`config.mk`:
```
export PLATFORM = sky130hd
export DESIGN_NAME = fp_mult_norm_round
export DESIGN_NICKNAME = d
export VERILOG_FILES = /design/src/rtl/fp32_pkg.sv /design/src/rtl/fp_round_rne.sv /design/src/rtl/fp_mult_norm_round.sv
export SDC_FILE = /design/constraint.sdc
export NUM_CORES = 1
export LEC_CHECK = 0
export ABC_AREA = 1
export BUFFER_PORTS_ARGS = -buffer_cell sky130_fd_sc_hd__buf_2
export CAP_MARGIN = 30
export CELL_PAD_IN_SITES_DETAIL_PLACEMENT = 0
export CELL_PAD_IN_SITES_GLOBAL_PLACEMENT = 2
export CORE_MARGIN = 5
export CORE_UTILIZATION = 28
export DETAILED_ROUTE_END_ITERATION = 7
export GPL_ROUTABILITY_DRIVEN = 0
export PLACE_DENSITY = 0.8
export SYNTH_ARGS = -nofsm -noshare
export SYNTH_HDL_FRONTEND = slang
export SYNTH_HIERARCHICAL = 1
export SYNTH_SLANG_ARGS = --single-unit
```
`constraint.sdc`:
```
create_clock -name clk -period 3.1 [get_ports clk]
set_input_delay 0.465 -clock clk [delete_from_list [all_inputs] [get_ports clk]]
set_output_delay 0.465 -clock clk [all_outputs]
set_load 0.01 [all_outputs]
```
`src/rtl/fp32_pkg.sv`:
```
// Shared binary32 constants and the packed result type for the FP multiplier/adder datapaths.
package fp32_pkg;
  localparam int EXP_W   = 8;
  localparam int FRAC_W  = 23;
  localparam int BIAS    = 127;
  localparam int EXP_MAX = 255;
  localparam int E_W     = 11;
  localparam logic [31:0] QNAN = 32'h7FC0_0000;

  typedef struct packed {
    logic              sign;
    logic [EXP_W-1:0]  exp;
    logic [FRAC_W-1:0] frac;
  } fp32_t;
endpackage

```
`src/rtl/fp_round_rne.sv`:
```
// Round-to-nearest-even of a normalised significand with guard and sticky bits.
module fp_round_rne
  import fp32_pkg::*;
(
  input  logic [FRAC_W:0]         m,
  input  logic                    g,
  input  logic                    s,
  input  logic signed [E_W-1:0]   e,
  output logic [FRAC_W-1:0]       fr,
  output logic signed [E_W-1:0]   e_out,
  output logic                    inexact
);
  logic            rnd;
  logic            carry;
  logic [FRAC_W:0] sum;

  always_comb begin
    rnd     = g & (s | m[0]);
    sum     = m + {{FRAC_W{1'b0}}, rnd};
    // Carry out of the fraction field flips the hidden-bit position of the sum.
    carry   = sum[FRAC_W] ^ m[FRAC_W];
    fr      = sum[FRAC_W-1:0];
    e_out   = e + E_W'(carry);
    inexact = g | s;
  end
endmodule

```
`src/rtl/fp_mult_norm_round.sv`:
```
// Post-multiply normalise / round / pack stage: two-entry valid/ready pipeline producing binary32.
module fp_mult_norm_round
  import fp32_pkg::*;
(
  input  logic        clk,
  input  logic        rst_n,
  input  logic        in_valid,
  output logic        in_ready,
  input  logic        in_sign,
  input  logic [9:0]  in_exp,
  input  logic [47:0] in_mant,
  input  logic        in_nan,
  input  logic        in_inf,
  input  logic        in_zero,
  output logic        out_valid,
  input  logic        out_ready,
  output logic [31:0] out_result,
  output logic        out_overflow,
  output logic        out_underflow,
  output logic        out_inexact
);
  localparam logic signed [E_W-1:0] E_MAX = E_W'(EXP_MAX);

  logic                  s1_valid, s1_sign, s1_g, s1_s, s1_nan, s1_inf, s1_zero;
  logic [FRAC_W:0]       s1_m;
  logic signed [E_W-1:0] s1_e;
  logic                  s2_valid, s2_ready;

  logic [FRAC_W:0]       n_m;
  logic                  n_g, n_s;
  logic signed [E_W-1:0] n_e, e_in;

  logic [FRAC_W-1:0]     r_fr;
  logic signed [E_W-1:0] r_e;
  logic                  r_inexact;
  fp32_t                 p_res;
  logic                  p_ovf, p_unf, p_inx;

  assign s2_ready  = !s2_valid || out_ready;
  assign in_ready  = !s1_valid || s2_ready;
  assign out_valid = s2_valid;

  // Hidden bit lands at n_m[23]: product is either 1x.xxx (bit 47) or 01.xxx (bit 46).
  always_comb begin
    e_in = {in_exp[9], in_exp};
    if (in_mant[47]) begin
      n_m = in_mant[47:24];
      n_g = in_mant[23];
      n_s = |in_mant[22:0];
      n_e = e_in + 11'sd1;
    end else begin
      n_m = in_mant[46:23];
      n_g = in_mant[22];
      n_s = |in_mant[21:0];
      n_e = e_in;
    end
  end

  always_ff @(posedge clk or negedge rst_n) begin
    if (!rst_n) begin
      s1_valid <= 1'b0;
      s1_sign  <= 1'b0;
      s1_m     <= '0;
      s1_g     <= 1'b0;
      s1_s     <= 1'b0;
      s1_e     <= '0;
      s1_nan   <= 1'b0;
      s1_inf   <= 1'b0;
      s1_zero  <= 1'b0;
    end else if (in_ready) begin
      s1_valid <= in_valid;
      if (in_valid) begin
        s1_sign <= in_sign;
        s1_m    <= n_m;
        s1_g    <= n_g;
        s1_s    <= n_s;
        s1_e    <= n_e;
        s1_nan  <= in_nan;
        s1_inf  <= in_inf;
        s1_zero <= in_zero;
      end
    end
  end

  fp_round_rne u_round (
    .m       (s1_m),
    .g       (s1_g),
    .s       (s1_s),
    .e       (s1_e),
    .fr      (r_fr),
    .e_out   (r_e),
    .inexact (r_inexact)
  );

  always_comb begin
    p_res      = '0;
    p_res.sign = s1_sign;
    p_ovf      = 1'b0;
    p_unf      = 1'b0;
    p_inx      = 1'b0;
    if (s1_nan) begin
      p_res = fp32_t'(QNAN);
    end else if (s1_inf) begin
      p_res.exp = '1;
    end else if (s1_zero) begin
      p_res.exp = '0;
    end else if (r_e >= E_MAX) begin
      p_res.exp = '1;
      p_ovf     = 1'b1;
      p_inx     = 1'b1;
    end else if (r_e <= 11'sd0) begin
      p_unf = 1'b1;
      p_inx = 1'b1;
    end else begin
      p_res.exp  = r_e[EXP_W-1:0];
      p_res.frac = r_fr;
      p_inx      = r_inexact;
    end
  end

  always_ff @(posedge clk or negedge rst_n) begin
    if (!rst_n) begin
      s2_valid      <= 1'b0;
      out_result    <= '0;
      out_overflow  <= 1'b0;
      out_underflow <= 1'b0;
      out_inexact   <= 1'b0;
    end else if (s2_ready) begin
      s2_valid <= s1_valid;
      if (s1_valid) begin
        out_result    <= p_res;
        out_overflow  <= p_ovf;
        out_underflow <= p_unf;
        out_inexact   <= p_inx;
      end
    end
  end
endmodule
```
==> reports/qor.txt, run 1 <==
status: finished, final reports clean
Top Ports: 103
grt ovf: 0
largest register by flop count: out_result
DRT antenna net count: 0
Fin. Hold Viols: 0
final worst path period share: 99.1%
DRC violations left: 0
Most common cell on crit path: nor2_4
Worst Tran Pin Value: 0.433 ns
Initial Util: 28.6%
root buf cell: clkbuf_16
buffers added on ports: 102
DR vias: 4,275
Worst VDD drop: 0.282 mV
CTS max path bufs: 2
Worst EP required: 3.32 ns
Iter 0 DRT Violations: 227
hold buffers post-CTS: 0
Fin Hold WS: 0.0442 ns
post-synth net total: 665
die height: 137 um
Crit path largest cell delay: 0.37 ns
row count: 46
die extent in x: 137 um
initial antenna violation count: 0
critical-path cell list: o21a_1, ha_2, inv_2, nor2_4, nand2_4, nor2_4, nand4_4, nor2_4, ha_4, ha_4, nand2_2, nor2_4, nand4_1, xnor2_2, nor2_4, nand2_2, nor2_4, a21oi_4, buf_6, buf_4, a21oi_2, nor2_1
Area growth syn-to-layout: 39.0%
setup TNS: 0 ns
mapped cell area: 4540 um^2
GRT Util Overall: 13.4%
RSZ-0062 raised after global routing: true
Syn Inst Count: 594
full die area: 18,800 um^2
fin crit period: 3.07 ns
Antenna Cells: 0
first-pass GRT wire length: 20,000 um
Buffers & Inverters on Critical Path: 3
routed wire length: 12,700 um
dpl ws: -0.146 ns
max_cap viols: 0
WP data arrival: 3.30 ns
fin util: 39.7%
Crit. End Element: flop
final net count: 804
Largest regs: out_result x32, s1_m x23, s1_e x11
final setup vio count: 0
slowest CP cell: dfrtp_1
CORE AREA: 15,900 um^2
dpl hpwl: 9650 um
Via density: 4.48
Max Clock Freq: 325 MHz
Slew Limit Fails: 0
share of cells above drive strength 1: 37.3%
CTS tree: built
Avg Inst Size Synth: 7.64 um^2
Fin Clk Skew: 0.00898 ns
Max H-tree Level: 3
CP Class: flop to flop
clock slew at reported path FFs: 0.06 ns
vias in the first global route: 4,005
power density cells: 551 nW/um^2
largest net degree at the start of global routing: 54
Largest register FFs: 32
clock latency on the worst-skew pair: 0.33 ns
CTS sink cnt: 77
startpoint types: flop
Ys Warns: 6
Leak: 3.07 nW
Num CTS Buffers: 9
Largest delay share family, worst path: simple AND/OR/NAND/NOR gates
Final WS setup: 0.0267 ns
CP Max Fanout: 4
drt pass-1 iters: 4
worst rel slew slack: 71.1%
routed length per instance: 13.3 um
worst hold path class: input port to async pin
layout by cell type (no fill, tap or decap), drive strengths merged:
cell type,instances
a21oi,13
a31oi,26
and2,1
and3b,1
buf,148
bufinv,1
clkbuf,13
clkinv,4
clkinvlp,1
dfrtp,77
ha,5
inv,30
nand2,216
nand3,28
nand3b,5
nand4,7
nor2,90
nor3,3
nor4,3
o211ai,1
o21a,1
o21ai,35
o31ai,2
or2,2
xnor2,11
xor2,14
worst paths after layout:
path	startpoint	to	slack, ns	cells after the start
max	s1_m[0]	out_result[22]	0.03	22
min in group clk	in_zero	s1_zero	0.35	3
max reg2reg	s1_m[0]	out_result[22]	0.03	22
min	rst_n	out_valid	0.04	1
min reg2reg	out_result[10]	out_result[10]	0.47	2
max in group asynchronous	rst_n	out_result[17]	2.48	2
repair_timing:
| item | CTS | global route |
|---|---|---|
| endpoints found under the setup margin | 30 | 34 |
| resized for setup | 11 | 95 |
| endpoints found under the hold margin | 0 | 0 |
| setup buffers | 3 | 11 |
| gates cloned | 1 | 3 |
| pin swaps | 1 | 47 |
report_power, final:
part / internal, mW / leakage, nW / switching [mW]
Combinational: 0.478 / 1.99 / 0.656
Sequential: 1.17 / 0.933 / 0.133
Clock: 0.643 / 0.143 / 0.397
Total: 2.29 / 3.07 / 1.19
cell type report:
type | instances | area, um^2
fillers | 1651 | 9580
multi-input cells | 464 | 2720
flip-flops and latches | 77 | 1930
repair buffers | 149 | 973
well taps | 216 | 270
clock buffers | 12 | 246
inverters | 32 | 126
clock inverters | 4 | 47.5
per-stage QoR:
| step | power, mW | instances | cell area (um^2) |
|---|---|---|---|
| after floorplan | 1.87 | 594 | 4540 |
| after global placement | 2.24 | 919 | 5440 |
| after detailed placement | 2.26 | 920 | 5470 |
| after CTS | 3.34 | 940 | 5840 |
| after global routing | 3.71 | 954 | 6310 |
| final | 3.47 | 954 | 6310 |
layer usage:
layer  track usage [%]  vias to the layer above  wire [um]
met2              19.4                       92       5530
met5                 0                        -          0
li1                  -                     2214          -
met4              4.32                        0        146
met3              2.99                       11        597
met1              19.7                     1958       6390
worst reg2reg max path: cells and delay by family (launching register included):
| family | cells | cell delay [ns] |
|---|---|---|
| buffers and inverters | 3 | 0.31 |
| and+or+nand+nor | 12 | 1.28 |
| DFF | 1 | 0.37 |
| xor gates and xnor gates | 1 | 0.19 |
| adders and majority gates | 3 | 0.50 |
| AOI/OAI and AO/OA | 3 | 0.33 |
No activity file was read; power rests on OpenSTA's default activity.
==> run 2: changes to the inputs <==
==> constraint.sdc (replaced) <==
create_clock -name clk -period 3.1 [get_ports clk]
set_input_delay 0 -clock clk [delete_from_list [all_inputs] [get_ports clk]]
set_output_delay 0 -clock clk [all_outputs]
set_load 0.01 [all_outputs]
==> run 2 against run 1 <==
Net effect:
- flip-flop and latch count is the same
- non-clock buffer count grew 46
- via count is 2.7% higher
- highest routed layer unchanged
- critical endpoint is now out_result[21]
==> reports/qor.txt, run 2 (synthesis gave the netlist of run 1 again) <==
Worst VDD drop: 0.263 mV
largest net degree at the start of global routing: 44
CP Max Fanout: 7
Area growth syn-to-layout: 45.8%
DRC violations left: 0
reg2reg path depth: 21
die height: 137 um
Critical Path End: out_result[21]
Initial Util: 28.6%
startpoint types: flop
launching point of the worst reg2reg path: s1_m[0]
Num CTS Buffers: 9
power density cells: 519 nW/um^2
worst rel slew slack: 63.3%
first-pass GRT wire length: 21,100 um
most frequent cells in the layout: nand2_1, buf_2, dfrtp_1, nor2_1, dlygate4sd3_1
share of cells above drive strength 1: 33.2%
Largest register FFs: 32
full die area: 18,800 um^2
Fin. Hold Viols: 0
drt pass-1 iters: 5
post-route cell area: 6610 um^2
final net count: 850
DRT antenna net count: 0
fillcell total: 1,643
clock slew at reported path FFs: 0.06 ns
Largest regs: out_result x32, s1_m x23, s1_e x11
Crit. End Element: flop
Top Ports: 103
CP Class: flop to flop
DR vias: 4,392
final setup vio count: 0
Iter 0 DRT Violations: 204
Worst Tran Pin Value: 0.550 ns
fin crit period: 3.06 ns
GRT Util Overall: 14.1%
CTS tree: built
CTS max path bufs: 2
Via density: 4.39
initial antenna violation count: 0
largest register by flop count: out_result
CORE AREA: 15,900 um^2
buffers added on ports: 102
RSZ-0062 raised after global routing: true
area of placed instances: 5470 um^2
WP data arrival: 3.32 ns
status: finished, final reports clean
commonest non-fill, non-tap cell in the layout: nand2_1
worst hold path class: input port to flop
Antenna Cells: 0
vias in the first global route: 4,302
routed wire length: 13,000 um
row count: 46
Fin Clk Skew: 0.00603 ns
final worst path period share: 98.6%
Total Power: 3.43 mW
root buf cell: clkbuf_16
CTS sink cnt: 77
Worst EP required: 3.36 ns
r2r setup slk: 0.04 ns
clock latency on the worst-skew pair: 0.33 ns
grt ovf: 0
CP startpoint: s1_m[0]
Max Clock Freq: 327 MHz
Leak: 3.19 nW
dpl hpwl: 9730 um
routed length per instance: 13.0 um
Slew Limit Fails: 0
Worst R2R End: out_result[21]
die extent in x: 137 um
Max H-tree Level: 3
max_cap viols: 0
==> run 2: cell count changes in the layout (fill, tap and decap cells not counted), sizes merged <==
cell / before / now
clkinv: 4 / 3
clkbuf: 13 / 14
bufinv: 1 / 0
buf: 148 / 151
clkinvlp: 1 / 2
dlygate4sd3: 0 / 43
==> run 2: timing repair <==
item | 4_1_cts | 5_1_grt
pin swaps | 12 | 39
buffers inserted | 9 | 9
setup endpoints to repair | 31 | 34
hold endpoints to repair | 71 | 0
hold buffers | 43 | 0
gates cloned | 2 | 2
gates resized for setup | 23 | 42
==> run 2: how the worst min path moves through the flow <==
stage / slack [ns] / cells past startpoint / endpoint / start
detailed placement: -0.004 / 1 / s1_e[9] / rst_n
CTS: 0.004 / 3 / s1_e[0] / in_exp[0]
floorplan: -0.30 / 0 / out_inexact / rst_n
global route: 0.04 / 3 / s1_e[0] / in_exp[0]
global placement: 0.22 / 3 / s1_zero / in_zero
finish: 0.01 / 5 / s1_s / in_mant[4]
==> run 2: per-layer routing <==
metal  global-route usage [%]  share of wire (%)  vias to the layer above
met5                        0                  0                        -
met4                     4.32                1.0                        0
met3                     2.56                5.1                        9
met2                     21.3                 43                      105
met1                     20.4                 51                     1985
li1                         -                  -                     2293
==> run 2: report_power, final <==
| group | switching [mW] | internal, mW | total [mW] | leakage (nW) |
|---|---|---|---|---|
| Sequential | 0.135 | 1.17 | 1.30 | 0.933 |
| Combinational | 0.631 | 0.505 | 1.14 | 2.12 |
| Clock | 0.408 | 0.585 | 0.993 | 0.132 |
==> run 2: cell type report <==
class	instances	area (um^2)	area share (%)
Multi-Input combinational cell	464	2610	39.5
Sequential cell	77	1930	29.1
Timing Repair Buffer	195	1400	21.1
Tap cell	216	270	4.09
Clock buffer	13	260	3.94
Inverter	32	126	1.91
Clock inverter	3	20.0	0.303
==> run 2: critical path: stages (launching register included) <==
cell     delay [ns]
dfrtp_1        0.37
o21a_1         0.15
ha_2           0.18
inv_2          0.04
nor2_4         0.13
nand2_4        0.07
nor2_4         0.14
nand4_4        0.09
nor2_4         0.12
ha_4           0.17
ha_4           0.16
nand2_4        0.06
nor2_4         0.12
nand4_1        0.12
xnor2_1        0.22
nor2_2         0.07
nand2_2        0.08
nor2_4         0.05
a21oi_4        0.27
buf_6          0.20
nand2_2        0.06
o21ai_2        0.12
==> run 2: through the flow <==
stage                     std cells  hold WS [ns]  setup TNS, ns  util [%]  worst slack [ns]
after floorplan                 594        -0.296              0         -             0.207
after global placement          918         0.219              0      34.3            0.0344
after detailed placement        919      -0.00427          -2.71      34.4            -0.140
after CTS                       989       0.00413              0      40.0          0.000727
after global routing           1000        0.0379          -3.94      41.6            -0.150
final                          1000       0.00953              0      41.6            0.0436
